### src/rtl/led_driver_if.sv
// Command handshake between the IO write decode and led_driver.
interface led_driver_if;
  logic       cmd_valid;
  logic [1:0] cmd_mode;
  logic       cmd_ready;

  modport master (output cmd_valid, output cmd_mode, input cmd_ready);
  modport slave  (input cmd_valid, input cmd_mode, output cmd_ready);
endinterface

### src/rtl/led_driver.sv
// LED pad driver: OFF / ON / fixed pulse / free-running blink via valid/ready commands.
// Define LED_DRIVER_ACTIVE_LOW_EN for an active-low pad (led_out idles and resets high).
//
// state   | meaning
// S_OFF   | LED dark, counter held at 0, accepts commands
// S_ON    | LED lit steadily, counter held at 0, accepts commands
// S_PULSE | LED lit for HOLD_VALUE+1 cycles, commands blocked
// S_BLINK | LED toggles every BLINK_HALF+1 cycles until next command
module led_driver #(
  parameter int COUNTER_SIZE = 8,
  parameter int HOLD_VALUE   = 255,
  parameter int BLINK_HALF   = 127
) (
  input  logic             clk,
  input  logic             reset_n,
  led_driver_if.slave      cmd,
  output logic             led_out,
  output logic             active
);

`ifdef LED_DRIVER_ACTIVE_LOW_EN
  localparam logic PAD_INV = 1'b1;
`else
  localparam logic PAD_INV = 1'b0;
`endif

  localparam logic [COUNTER_SIZE-1:0] HOLD_TC  = COUNTER_SIZE'(HOLD_VALUE);
  localparam logic [COUNTER_SIZE-1:0] BLINK_TC = COUNTER_SIZE'(BLINK_HALF);

  typedef enum logic [1:0] {S_OFF, S_ON, S_PULSE, S_BLINK} state_t;

  state_t                  state_q, state_d;
  logic [COUNTER_SIZE-1:0] cnt_q, cnt_d;
  logic                    pad_q, pad_d;
  logic                    active_q, active_d;
  logic                    lit_q, lit_d;
  logic                    accept;

  // The pad flop stores the physical level; the logical LED state is derived from it.
  assign lit_q         = pad_q ^ PAD_INV;
  assign cmd.cmd_ready = (state_q != S_PULSE);
  assign accept        = cmd.cmd_valid && cmd.cmd_ready;

  always_comb begin
    state_d = state_q;
    cnt_d   = '0;
    lit_d   = lit_q;

    case (state_q)
      S_PULSE: begin
        if (cnt_q == HOLD_TC) begin
          state_d = S_OFF;
          lit_d   = 1'b0;
        end else begin
          cnt_d = cnt_q + 1'b1;
        end
      end
      S_BLINK: begin
        if (cnt_q == BLINK_TC) begin
          lit_d = ~lit_q;
        end else begin
          cnt_d = cnt_q + 1'b1;
        end
      end
      default: ;
    endcase

    // A new command always restarts timing from zero.
    if (accept) begin
      cnt_d = '0;
      case (cmd.cmd_mode)
        2'b00: begin state_d = S_OFF;   lit_d = 1'b0; end
        2'b01: begin state_d = S_ON;    lit_d = 1'b1; end
        2'b10: begin state_d = S_PULSE; lit_d = 1'b1; end
        default: begin state_d = S_BLINK; lit_d = 1'b1; end
      endcase
    end

    pad_d    = lit_d ^ PAD_INV;
    active_d = (state_d == S_PULSE) || (state_d == S_BLINK);
  end

  always_ff @(posedge clk or negedge reset_n) begin
    if (!reset_n) begin
      state_q  <= S_OFF;
      cnt_q    <= '0;
      pad_q    <= PAD_INV;
      active_q <= 1'b0;
    end else begin
      state_q  <= state_d;
      cnt_q    <= cnt_d;
      pad_q    <= pad_d;
      active_q <= active_d;
    end
  end

  assign led_out = pad_q;
  assign active  = active_q;
endmodule
### src/flat_wrapper.sv
// flat-port wrapper written by rule: the top's interface ports become plain ports
module led_driver_flat 
#(
  parameter int COUNTER_SIZE = 8,
  parameter int HOLD_VALUE   = 255,
  parameter int BLINK_HALF   = 127
)
  (clk, reset_n, led_out, active, cmd_cmd_valid, cmd_cmd_mode, cmd_cmd_ready);
  led_driver_if cmd_i ();
  input  logic clk;
  input  logic reset_n;
  output logic led_out;
  output logic active;
  input wire logic [$bits(cmd_i.cmd_valid)-1:0] cmd_cmd_valid;
  input wire logic [$bits(cmd_i.cmd_mode)-1:0] cmd_cmd_mode;
  output wire logic [$bits(cmd_i.cmd_ready)-1:0] cmd_cmd_ready;
  assign cmd_i.cmd_valid = cmd_cmd_valid;
  assign cmd_i.cmd_mode = cmd_cmd_mode;
  assign cmd_cmd_ready = cmd_i.cmd_ready;
  led_driver #(.COUNTER_SIZE(COUNTER_SIZE), .HOLD_VALUE(HOLD_VALUE), .BLINK_HALF(BLINK_HALF)) u_core (.clk(clk), .reset_n(reset_n), .cmd(cmd_i), .led_out(led_out), .active(active));
endmodule
### config.mk
export PLATFORM = sky130hd
export DESIGN_NAME = led_driver_flat
export DESIGN_NICKNAME = d
export VERILOG_FILES = /design/src/rtl/led_driver_if.sv /design/src/rtl/led_driver.sv /design/src/flat_wrapper.sv
export SDC_FILE = /design/constraint.sdc
export NUM_CORES = 1
export LEC_CHECK = 0
export ABC_AREA = 1
export BUFFER_PORTS_ARGS = -buffer_cell sky130_fd_sc_hd__buf_2
export CORE_MARGIN = 1.5
export CORE_UTILIZATION = 47
export DETAILED_ROUTE_END_ITERATION = 16
export PLACE_DENSITY = 0.67
export SYNTH_ARGS = -nofsm -noshare
export SYNTH_HDL_FRONTEND = slang
export SYNTH_SLANG_ARGS = --single-unit
### constraint.sdc
create_clock -name clk -period 1.5 [get_ports clk]
set_input_delay 0.075 -clock clk [delete_from_list [all_inputs] [get_ports clk]]
set_output_delay 0.075 -clock clk [all_outputs]
set_load 0.1 [all_outputs]
==> impl_metrics.ini, run 1 <==
[critical_path]
critPathLaunch = u_core.state_q[1]
path_max_fanout = 4
setup.worst_path.start_class = flip-flop
r2r-start = u_core.cnt_q[0]
slowest_delay_ns = 0.43
endpoint_kind = output port
cp_slowest_cell = buf_2
cp.required_ns = 1.42
cp_cell_sequence = nand2_2 > buf_2
reg2reg_setup_slack_ns = 0.22
cpLargestDelayFamily = buffers and inverters
cp.arrival_ns = 1.21
critPathKind = flip-flop to output port
cp_num_buf_inv = 1

[final_layout]
diodes = 0
final_util_pct = 57.25
drive_gt1_share_pct = 20.45
final_nets = 96
areaGrowthSynthToFinish_pct = 13.73

[pwr]
leakage_uw = 0.0003587
switchingPower_uw = 667.8
combPwrFrac_pct = 51.2
cellPowerDensity_nw_per_um2 = 1784
ir_drop_v = 0.0008866
p_clk_share_pct = 14.5
switching_share_pct = 50.87
power_frac_seq_pct = 34.3
internal_power_uw = 645.0

[route]
first_pass_iters = 4
avgRoutedWirePerCell_um = 11.17
drc = 0
viasPerCell = 4.981
first_iter_violations = 13
postRouteAntennaNets = 0
num_vias = 513
wl_mm = 1.151

[sta]
finalSetupViolations = 0
fmax_mhz = 777.2
slew_viol_final = 0
period_needed_ns = 1.287
slew_headroom_pct = 68.09
skew_ns = 0.006223
rsz0062_at_grt = no
worstMarginPinSlew_ns = 0.4820
period_share_pct = 85.78
hold_violations = 0
tns_ns = 0

[clock_network]
clkTransAtPathRegs_ns = 0.07
cts_num_sinks = 12
cts_buffers = 3
cts_setup_buffers = 0
cts_root_buffer = clkbuf_4
htreeDepth = 1
cts_tree = done
clk_path_buf_depth = 2
clock_latency_ns = 0.27

[floorplan]
initial_core_util_pct = 50.34
rows = 13
io_pins = 8
die_x_um = 40.10
die_area_um2 = 1608
coreArea_um2 = 1285
die_height_um = 40.10

[global_routing]
grt.total_usage_pct = 19.42
grt_pass1_wl_mm = 1.869
grt_pass1_vias = 447
grt_max_degree = 13
grt_overflow_total = 0
antenna_found_initial = 0

[run_status]
status = finished, final reports clean

[synth]
syn_avg_cell_area_um2 = 8.401
yosysWarnings = 0
ys_seq_area_share_pct = 46.42
yosysUniqueCellTypes = 20
syn_nets = 83
synthCells = 77
ys_seq_elements = 12
synth.cell_area_um2 = 646.9

[placement]
gp_congestion = 0.7057
portBuffers = 7
dp_hpwl_um = 886.3

[min_path]
hp-start = cmd_cmd_mode[0]
hold_path.class = input port to flip-flop

[flow_run]
cap_violations = 0
==> final timing paths <==
kind / to / cells past startpoint
min in group asynchronous: u_core.led_out / 2
hold / removal: u_core.state_q[0] / 3
hold reg to reg: u_core.cnt_q[0] / 1
max in group asynchronous: u_core.cnt_q[2] / 2
setup reg to reg: u_core.cnt_q[7] / 6
setup / recovery: cmd_cmd_ready / 2
==> through the flow <==
step                      hold slack [ns]  power, µW  std cells  setup slack [ns]  cell area [µm²]
after floorplan                   -0.2206       1019         77           0.01798            649.4
after global placement           -0.03910       1126         99            0.2761            703.2
after detailed placement         -0.03184       1128         99            0.2275            703.2
after CTS                         0.02239       1329        103            0.2006            735.7
after global routing              0.05976       1409        103            0.1401            735.7
final                             0.03264       1313        103            0.2134            735.7
==> power by group through the flow <==
| stage | combinational [µW] | sequential [µW] | clock (µW) |
|---|---|---|---|
| global route | 731 | 459 | 219 |
| global placement | 670 | 456 | 0 |
| detailed placement | 672 | 456 | 0 |
| CTS | 676 | 449 | 204 |
| floorplan | 386 | 633 | 0 |
| finish | 673 | 450 | 190 |
==> registers in the layout, indices dropped and copies added (netlist names) <==
| signal | count |
|---|---|
| u_core.cnt_q | 8 |
| u_core.state_q | 2 |
| u_core.active | 1 |
| u_core.led_out | 1 |
==> what timing repair did <==
action,CTS,global route
endpoints found under the hold margin,12,0
gates resized for setup,0,0
hold buffers,1,0
==> worst reg2reg max path, cell delays in order, from the launching register on <==
cell     delay [ns]
dfrtp_1        0.39
ha_1           0.24
nand3_2        0.11
inv_1          0.05
nand2_1        0.10
nand3_4        0.12
a21oi_1        0.19
==> layout make-up <==
type	count	area [µm²]
timing repair buffer	8	45.04
sequential	12	300.3
inverter	11	41.29
clock buffer	3	22.52
tap	15	18.77
fill	113	549.3
multi-input combinational	54	307.8
==> cells in the final DEF (no fill, tap or decap), types with 3 or more instances in the layout <==
master	n
a21oi_1	5
buf_2	7
clkbuf_4	3
dfrtp_1	12
inv_1	11
nand2_1	20
nand3_1	4
nor2_1	5
xor2_1	3
==> per-layer routing <==
layer	track usage (%)	vias up	part of all wire, %
met5	0	-	0
met4	18.10	0	3.6
met3	5.000	4	2.3
met2	29.03	9	48
met1	22.30	227	46
li1	-	273	-
==> kinds of logic after synthesis <==
kind of cell	Yosys count	share of synthesized area, %
simple gates	40	31.73
flops	12	46.42
fa+ha+maj	1	1.934
buf+inv	11	6.383
xor+xnor	4	5.417
compound gates	9	8.122
==> synth_stat cells <==
master,number,area (µm²)
nor2_1,5,18.77
xor2_1,3,26.28
dfrtp_1,12,300.3
o211ai_1,2,15.01
xnor2_1,1,8.760
nand2_4,1,11.26
a21oi_1,5,25.02
ha_1,1,12.51
or2_2,1,6.260
nand4_1,1,6.260
nand3_4,1,17.52
nand3_1,4,20.02
nand3_2,2,20.02
inv_1,11,41.29
a21boi_0,1,7.510
nand2_2,1,6.260
o21ai_0,1,5.000
nand2_1,21,78.83
nor3_2,1,10.01
nor3_1,2,10.01
(Power assumes the default switching activity.)
==> inputs of run 2 (changes only) <==
--- a/config.mk
+++ b/config.mk
@@ -6,11 +6,10 @@
 export NUM_CORES = 1
 export LEC_CHECK = 0
 export ABC_AREA = 1
-export BUFFER_PORTS_ARGS = -buffer_cell sky130_fd_sc_hd__buf_2
 export CORE_MARGIN = 1.5
 export CORE_UTILIZATION = 47
 export DETAILED_ROUTE_END_ITERATION = 16
-export PLACE_DENSITY = 0.67
+export DONT_BUFFER_PORTS = 1
 export SYNTH_ARGS = -nofsm -noshare
 export SYNTH_HDL_FRONTEND = slang
 export SYNTH_SLANG_ARGS = --single-unit
==> run 2 against run 1 <==
Non-clock buffer count is 1 lower. Sequential power is 0.9% higher. Sequential share of layout area is 1.7 points lower. Flip-flop and latch count stayed put. Clock-buffer cell count is 1 higher. Critical path depth is 4 higher.
==> impl_metrics.ini, run 2 (same netlist as run 1, synthesis figures left out) <==
[floorplan]
die_x_um = 40.10
rows = 13
coreArea_um2 = 1285
io_pins = 8
die_area_um2 = 1608
initial_core_util_pct = 50.34
die_height_um = 40.10

[clock_network]
htreeDepth = 1
cts_root_buffer = clkbuf_4
clkTransAtPathRegs_ns = 0.07
cts_num_sinks = 12
clock_latency_ns = 0.26
cts.repair.resized = 0
clk_path_buf_depth = 2
cts_buffers = 3
cts_tree = done

[pwr]
switchingPower_uw = 679.7
switching_share_pct = 48.39
internal_power_uw = 724.9
ir_drop_v = 0.001261
combPwrFrac_pct = 50.1
power_frac_seq_pct = 32.4
leakage_uw = 0.0003652
cellPowerDensity_nw_per_um2 = 1831
p_clk_share_pct = 17.6

[final_layout]
areaGrowthSynthToFinish_pct = 18.57
layoutNonFillerInstCount = 103
final_util_pct = 59.69
nFillCells = 125
final_nets = 95
layout_commonest_cell = nand2_1
diodes = 0
final_cell_mix = 20 x nand2_1, 12 x dfrtp_1, 11 x inv_1, 5 x nor2_1, 5 x a21oi_1
reg_top3 = u_core.cnt_q: 8 flops, u_core.state_q: 2 flops
largest_reg_flops = 8
design_area_um2 = 767.0
drive_gt1_share_pct = 17.05
regMostFlops = u_core.cnt_q

[sta]
holdWs_ns = 0.09513
slew_viol_final = 0
worstMarginPinSlew_ns = 0.5559
fmax_mhz = 771.2
period_share_pct = 86.45
skew_ns = 0.002318
finalSetupViolations = 0
hold_violations = 0
slew_headroom_pct = 62.82
period_needed_ns = 1.297
tns_ns = 0
rsz0062_at_grt = no

[critical_path]
cp.required_ns = 1.68
slowest_delay_ns = 0.41
cp.arrival_ns = 1.48
endpoint_kind = flip-flop
cp_cell_sequence = ha_1 > nand3_2 > inv_1 > nand2_1 > nand3_4 > a21oi_1
cp_slowest_cell = dfrtp_1
path_max_fanout = 8
setup.worst_path.start_class = flip-flop
critPathKind = flip-flop to flip-flop

[route]
wl_mm = 1.191
postRouteAntennaNets = 0
avgRoutedWirePerCell_um = 11.56
first_pass_iters = 4
num_vias = 510
first_iter_violations = 17
drc = 0
viasPerCell = 4.951

[min_path]
hold_path.class = input port to flip-flop

[flow_run]
cap_violations = 0

[global_routing]
grt_overflow_total = 0
grt_max_degree = 13
antenna_found_initial = 0
grt_pass1_wl_mm = 1.897
grt.total_usage_pct = 18.48
grt_pass1_vias = 469

[placement]
dp_hpwl_um = 901
postPlaceCellArea_um2 = 690.7
portBuffers = 0
placed_cells = 95
gp_congestion = 0.7295

[run_status]
status = finished, final reports clean
-- run 2: cell count changes in the layout (fill, tap and decap cells not counted), sizes merged --
| cell | change |
|---|---|
| clkbuf | +1 |
| dlygate4sd3 | +3 |
| buf | -4 |
-- run 2: what timing repair did --
item,4_1_cts,5_1_grt
hold endpoints to repair,15,0
hold buffers,4,0
buffers inserted,0,0
-- run 2: worst paths after layout --
kind / start / end / slack (ns) / depth (start not counted)
worst max-delay path: u_core.cnt_q[0] / u_core.cnt_q[7] / 0.20 / 6
worst min-delay path: cmd_cmd_valid / u_core.led_out / 0.1 / 4
worst max register to register: u_core.cnt_q[0] / u_core.cnt_q[7] / 0.20 / 6
worst min register to register: u_core.cnt_q[0] / u_core.cnt_q[0] / 0.48 / 1
max in group asynchronous: reset_n / u_core.cnt_q[0] / 0.90 / 1
min in group asynchronous: reset_n / u_core.cnt_q[6] / 0.24 / 1
-- run 2: metrics by stage --
| step | power, µW | worst slack (ns) |
|---|---|---|
| 2_1_floorplan | 1019 | 0.01798 |
| 5_1_grt | 1497 | 0.08002 |
| 4_1_cts | 1414 | 0.1842 |
| 3_3_place_gp | 1142 | 0.2690 |
| 6_report | 1405 | 0.2033 |
| 3_5_place_dp | 1150 | 0.2006 |
-- run 2: power groups by stage --
stage	registers (µW)	clock network (µW)	logic, µW
3_3_place_gp	458	0	684
3_5_place_dp	461	0	689
6_report	454	247	703
2_1_floorplan	633	0	386
4_1_cts	454	254	706
5_1_grt	465	275	757
-- run 2: final cells by class --
type,count,area [µm²],area share [%]
multi-input cells,54,307.8,40.13
flip-flops and latches,12,300.3,39.15
repair buffers,7,62.56,8.157
inverters,11,41.29,5.383
clock buffers,4,36.28,4.731
well taps,15,18.77,2.447
-- run 2: per-layer routing --
layer / vias to the layer above / track usage (%) / routed length [µm]
met5: - / 0 / 0
met4: 0 / 5.172 / 15
met3: 2 / 5.000 / 37
met2: 7 / 31.45 / 596
met1: 232 / 22.65 / 542
li1: 269 / - / -
-- run 2: worst max-delay path: cells and delay by family (launching register included) --
kind / cells / cell delay, ns
flip-flops: 1 / 0.41
AND/OR/NAND/NOR: 3 / 0.33
adder cells (fa/ha/maj): 1 / 0.24
AO/OA/AOI/OAI: 1 / 0.19
buffers and inverters: 1 / 0.05
